$ cat src/rtl/sync_fifo_param.sv
// sync_fifo_param
// -----------------------------------------------------------------------------
// Single-clock FIFO with an inferred RAM, registered read data, a fill-level
// count and programmable almost-full / almost-empty flags. Intended for
// same-clock producer/consumer paths such as UART/ADC sample buffering.
//
// Optional feature macro: FIFO_ERR_FLAG_EN
//   When defined, sticky overflow/underflow flags (ovf, udf) and their clear
//   input (err_clr) are present. When undefined, those ports do not exist and
//   overflow/underflow attempts are silently dropped.
//
// Ports
//   clk      in   1          system clock, rising edge
//   rst      in   1          synchronous active-high reset
//   w_en     in   1          write request
//   w_data   in   DATA_W     write data, sampled with w_en
//   r_en     in   1          read request
//   r_data   out  DATA_W     read data, valid the cycle after an accepted read
//   r_valid  out  1          one-cycle pulse marking r_data updated
//   w_full   out  1          usedw == DEPTH
//   r_empty  out  1          usedw == 0
//   w_afull  out  1          usedw >= AFULL_TH
//   r_aempty out  1          usedw <= AEMPTY_TH
//   usedw    out  ADDR_W+1   words currently stored (0..DEPTH)
//   ovf      out  1          sticky overflow  (FIFO_ERR_FLAG_EN only)
//   udf      out  1          sticky underflow (FIFO_ERR_FLAG_EN only)
//   err_clr  in   1          clears ovf/udf   (FIFO_ERR_FLAG_EN only)
// -----------------------------------------------------------------------------
module sync_fifo_param #(
  parameter int DATA_W    = 8,
  parameter int ADDR_W    = 8,
  parameter int AFULL_TH  = 240,
  parameter int AEMPTY_TH = 16
) (
  input  logic              clk,
  input  logic              rst,
  input  logic              w_en,
  input  logic [DATA_W-1:0] w_data,
  input  logic              r_en,
  output logic [DATA_W-1:0] r_data,
  output logic              r_valid,
  output logic              w_full,
  output logic              r_empty,
  output logic              w_afull,
  output logic              r_aempty,
  output logic [ADDR_W:0]   usedw
`ifdef FIFO_ERR_FLAG_EN
  ,
  output logic              ovf,
  output logic              udf,
  input  logic              err_clr
`endif
);

  localparam int DEPTH = 1 << ADDR_W;

  localparam logic [ADDR_W:0]   DEPTH_CNT = (ADDR_W+1)'(DEPTH);
  localparam logic [ADDR_W:0]   AFULL_C   = (ADDR_W+1)'(AFULL_TH);
  localparam logic [ADDR_W:0]   AEMPTY_C  = (ADDR_W+1)'(AEMPTY_TH);
  localparam logic [ADDR_W:0]   CNT_ONE   = (ADDR_W+1)'(1);
  localparam logic [ADDR_W-1:0] PTR_ONE   = (ADDR_W)'(1);

  logic [DATA_W-1:0] mem [DEPTH];

  logic [ADDR_W-1:0] wr_ptr_q, wr_ptr_d;
  logic [ADDR_W-1:0] rd_ptr_q, rd_ptr_d;
  logic [ADDR_W:0]   usedw_q,  usedw_d;
  logic [DATA_W-1:0] r_data_q, r_data_d;
  logic              r_valid_q, r_valid_d;

  logic wr_acc;
  logic rd_acc;

  // Flags decode straight from the count register, so they are glitch-free
  // relative to the clock and settle the cycle after the causing event.
  assign w_full   = (usedw_q == DEPTH_CNT);
  assign r_empty  = (usedw_q == '0);
  assign w_afull  = (usedw_q >= AFULL_C);
  assign r_aempty = (usedw_q <= AEMPTY_C);

  assign usedw    = usedw_q;
  assign r_data   = r_data_q;
  assign r_valid  = r_valid_q;

  // Full blocks writes even if a read is accepted in the same cycle, and
  // empty blocks reads even if a write lands; this keeps rd_ptr != wr_ptr on
  // any accepted read/write pair, so there is no read-during-write case.
  assign wr_acc = w_en & ~w_full;
  assign rd_acc = r_en & ~r_empty;

  always_comb begin
    wr_ptr_d  = wr_ptr_q;
    rd_ptr_d  = rd_ptr_q;
    usedw_d   = usedw_q;
    r_data_d  = r_data_q;
    r_valid_d = 1'b0;

    if (wr_acc) begin
      wr_ptr_d = wr_ptr_q + PTR_ONE;
    end

    if (rd_acc) begin
      rd_ptr_d  = rd_ptr_q + PTR_ONE;
      r_data_d  = mem[rd_ptr_q];
      r_valid_d = 1'b1;
    end

    case ({wr_acc, rd_acc})
      2'b10:   usedw_d = usedw_q + CNT_ONE;
      2'b01:   usedw_d = usedw_q - CNT_ONE;
      default: usedw_d = usedw_q;
    endcase
  end

  // Storage: no reset, contents survive rst.
  always_ff @(posedge clk) begin
    if (wr_acc && !rst) begin
      mem[wr_ptr_q] <= w_data;
    end
  end

  // Control and read-data registers.
  always_ff @(posedge clk) begin
    if (rst) begin
      wr_ptr_q  <= '0;
      rd_ptr_q  <= '0;
      usedw_q   <= '0;
      r_data_q  <= '0;
      r_valid_q <= 1'b0;
    end else begin
      wr_ptr_q  <= wr_ptr_d;
      rd_ptr_q  <= rd_ptr_d;
      usedw_q   <= usedw_d;
      r_data_q  <= r_data_d;
      r_valid_q <= r_valid_d;
    end
  end

`ifdef FIFO_ERR_FLAG_EN
  logic ovf_q, ovf_d;
  logic udf_q, udf_d;

  // A new error event in the same cycle as err_clr keeps the flag set.
  always_comb begin
    ovf_d = ovf_q;
    udf_d = udf_q;
    if (w_en & w_full) begin
      ovf_d = 1'b1;
    end else if (err_clr) begin
      ovf_d = 1'b0;
    end
    if (r_en & r_empty) begin
      udf_d = 1'b1;
    end else if (err_clr) begin
      udf_d = 1'b0;
    end
  end

  always_ff @(posedge clk) begin
    if (rst) begin
      ovf_q <= 1'b0;
      udf_q <= 1'b0;
    end else begin
      ovf_q <= ovf_d;
      udf_q <= udf_d;
    end
  end

  assign ovf = ovf_q;
  assign udf = udf_q;
`endif

endmodule

$ cat config.mk
export PLATFORM = sky130hd
export DESIGN_NAME = sync_fifo_param
export DESIGN_NICKNAME = d
export VERILOG_FILES = /design/src/rtl/sync_fifo_param.sv
export SDC_FILE = /design/constraint.sdc
export NUM_CORES = 2
export LEC_CHECK = 0
export CAP_MARGIN = 10
export CELL_PAD_IN_SITES_DETAIL_PLACEMENT = 0
export CELL_PAD_IN_SITES_GLOBAL_PLACEMENT = 1
export CORE_UTILIZATION = 51
export DETAILED_ROUTE_END_ITERATION = 10
export GPL_TIMING_DRIVEN = 0
export PLACE_DENSITY = 0.73
export SETUP_SLACK_MARGIN = 0.5
export SLEW_MARGIN = 20
export SYNTH_ARGS = -nofsm -noshare
export SYNTH_HDL_FRONTEND = slang
export SYNTH_SLANG_ARGS = --single-unit
$ cat constraint.sdc
create_clock -name clk -period 4.1 [get_ports clk]
set_input_delay 1.23 -clock clk [delete_from_list [all_inputs] [get_ports clk]]
set_output_delay 1.23 -clock clk [all_outputs]
set_load 0.005 [all_outputs]
==> run summary <==
====================================================================================
Post-synthesis cell type count                                                    65
Kind of path behind the tightest hold check                             flop to flop
Share of flip-flops with an asynchronous set or reset after synthesis              0
Post-synth net total                                                           3,906
Total of flip-flops plus latches after synthesis                               2,082
Critical path type                                                      flop to flop
Number of placement rows                                                         146
Worst setup margin                                                           64.5 ps
Final Hold Violating Endpoints                                                     0
Met2 wire length                                                          131,000 um
Master cell of the clock root buffer                                       clkbuf_16
Final WL                                                                  304,000 um
Slew Viols, Final                                                                  0
Reported net switching power                                                 18.2 mW
Worst Max-Slew Pin Slew                                                      1340 ps
Vias after detailed routing                                                   46,168
Internal power component                                                     40.1 mW
Number of buffers added to fix hold violations after cts                           0
Fmax achieved                                                                248 MHz
Final setup violating endpoints                                                    0
Sequential-to-total area share from yosys stat                                 0.766
Worst-Skew Late Latency                                                       880 ps
Clock Skews                                                                  55.2 ps
EDFF count, synth                                                              2,048
Top routing layer in use                                                        met5
Clock slew at reported path FFs                                                60 ps
Endpoint class of the critical path                                             flop
First-pass GRT wire length                                                396,000 um
Initial core utilization                                                       0.513
Endpoint arrival time on the critical path                                   4520 ps
Vias in the first global route                                                42,895
Most used DFF post-synth                                                    edfxtp_1
Residual DRC count                                                                 0
Number of nets still failing antenna checks after routing                          0
Data required time of the critical path                                      4590 ps
Cell area power density                                                   613 nW/um2
Layout area overhead                                                           17.3%
Number of antenna violations at the first check in global routing                 23
Htree depth                                                                        4
Max Cap Viol                                                                       0
Setup repair after global routing missed its margin                              yes
Post-Synthesis Cell Area                                                  81,100 um2
CP Launch Type                                                                  flop
Start point of the critical path                                         wr_ptr_q[3]
Cell count after synthesis                                                     3,880
Quantity of I/O buffers inserted on ports                                         33
Share of cells above drive strength 1                                          0.310
Metal3 WL                                                                  45,500 um
Placed wire-length estimate                                               198,000 um
Y dimension of the die                                                        401 um
Total power                                                                  58.4 mW
Result of the run                                                       complete, no violations
Clock share of power                                                           0.327
Via density                                                                     7.14
Multi-input gate area                                                     19,200 um2
Crit share post-route                                                          0.984
Post-Place Worst Slack                                                      -1320 ps
Global route total overflow                                                        0
Detailed-router iteration count before antenna repair                              7
CTS Buf Count                                                                    205
Highest-count cells in the layout ignoring fill and taps                edfxtp_1 (2,048), mux4_2 (494), clkbuf_16 (208)
Switching share of total power                                                 0.312
Wire per inst                                                                47.0 um
Boundary Pins                                                                     34
Length of routed wiring on met1                                           105,000 um
Min cycle time layout                                                        4040 ps
Worst-path fanout max                                                             10
Leading cell type in the layout, fill and taps excluded                     edfxtp_1
Weighted congestion at the end of routability-driven global placement           1.02
Max Buffers Root-to-Sink                                                           3
Share of power burned in registers                                             0.405
Reg-to-reg startpoint                                                    wr_ptr_q[3]
Standard cell core area                                                  158,000 um2
Clock tree from TritonCTS                                                        yes
First-iteration detailed-routing DRC count                                     8,920
Largest net degree at the start of global routing                                133
Count of fill cells added during filler insertion                             11,104
Worst Hold Launch                                                           usedw[7]
Part of the power in combinational logic                                       0.268
Die ar.                                                                  161,000 um2
Sequential cell area in the final layout                                  62,200 um2
Final-stage net count                                                          4,242
Syn Area/Cell                                                               20.9 um2
X dimension of the die                                                        401 um
Leakage power                                                                29.2 nW
Number of warnings issued by yosys                                                 0
Relative slew slack                                                            0.107
Overall routing resource usage                                                 0.379
Peak supply drop                                                              528 uV
Finished Core Util                                                             0.601
Sink Count                                                                     2,082
====================================================================================
-- sequential cells by signal, indices dropped and copies added (netlist names) --
signal	flops
r_data	8
r_valid	1
mem	2048
usedw	9
wr_ptr_q	8
rd_ptr_q	8
-- critical path, stage by stage (launching register included) --
cell and delay [ps]:
dfxtp_1 310, clkbuf_1 340, nand3_1 1000, clkbuf_2 930, nor2_1 1020
-- what timing repair did --
action | 4_1_cts | 5_1_grt
buffers inserted | 21 | 23
endpoints found under the hold margin | 0 | 0
resized for setup | 383 | 327
setup endpoints to repair | 1411 | 1577
pin swaps | 25 | 23
gates cloned | 0 | 0
-- cell type report --
| cell class | count | area share |
|---|---|---|
| Buffer | 226 | 0.0246 |
| Timing Repair Buffer | 129 | 0.0219 |
| Antenna cell | 6 | 0.000158 |
| Inverter | 15 | 0.000697 |
| Sequential cell | 2082 | 0.654 |
| Multi-Input combinational cell | 1557 | 0.201 |
| Clock buffer | 253 | 0.0568 |
| Clock inverter | 126 | 0.0138 |
| Tap cell | 2072 | 0.0272 |
-- synth_stat cells (20+ instances only) --
library cell / instances / area share
dfxtp_1: 34 / 0.0084
buf_6: 25 / 0.0035
a211oi_1: 21 / 0.0019
nor2_1: 312 / 0.014
buf_2: 53 / 0.0033
edfxtp_1: 2048 / 0.76
nand3_1: 24 / 0.0015
a21oi_1: 69 / 0.0043
a22oi_1: 32 / 0.0030
clkbuf_1: 92 / 0.0043
o22ai_1: 27 / 0.0021
mux4_2: 494 / 0.14
nand2_1: 121 / 0.0056
buf_4: 31 / 0.0029
a221oi_1: 23 / 0.0025
o221ai_1: 20 / 0.0022
o21ai_0: 41 / 0.0025
mux2i_1: 165 / 0.020
buf_1: 25 / 0.0012
-- routing by layer --
metal / up-vias / track usage
li1: 16882 / -
met1: 24216 / 0.504
met2: 4095 / 0.542
met3: 949 / 0.128
met4: 26 / 0.231
met5: - / 0
-- power groups by stage --
stage | Clock [mW] | Combinational, mW | Sequential (mW)
after floorplan | 0 | 7.06 | 24.0
after global placement | 0 | 13.6 | 24.3
after detailed placement | 0 | 13.8 | 24.1
after CTS | 19.0 | 14.6 | 23.6
after global routing | 19.8 | 15.5 | 23.6
final | 19.1 | 15.6 | 23.6
-- path summary, 6_finish.rpt --
kind | end | slack (ps) | cells past startpoint
setup / recovery | mem[220][5] | 60 | 4
hold / removal | usedw[7] | 540 | 2
setup reg to reg | mem[220][5] | 60 | 4
hold reg to reg | usedw[7] | 540 | 2
-- logic make-up after synthesis --
family                   after synthesis  share of synthesized area
adder cells (fa/ha/maj)               14                    0.00225
XOR/XNOR                              18                    0.00194
AND/OR/NAND/NOR                      531                     0.0271
multiplexers                         664                      0.158
buffers and inverters                241                     0.0157
AO/OA/AOI/OAI                        330                     0.0286
flip-flops                          2082                      0.766
-- stage by stage --
step                instance area, um2  setup TNS (ps)  cells  hold WS, ps
floorplan                        81200               0   3880          457
global placement                 84100               -   5985          523
detailed placement               85500        -1132100   6037          523
CTS                              93800               0   6437          536
global route                     95100               0   6460          590
finish                           95100               0   6466          541
(Power assumes the default switching activity.)
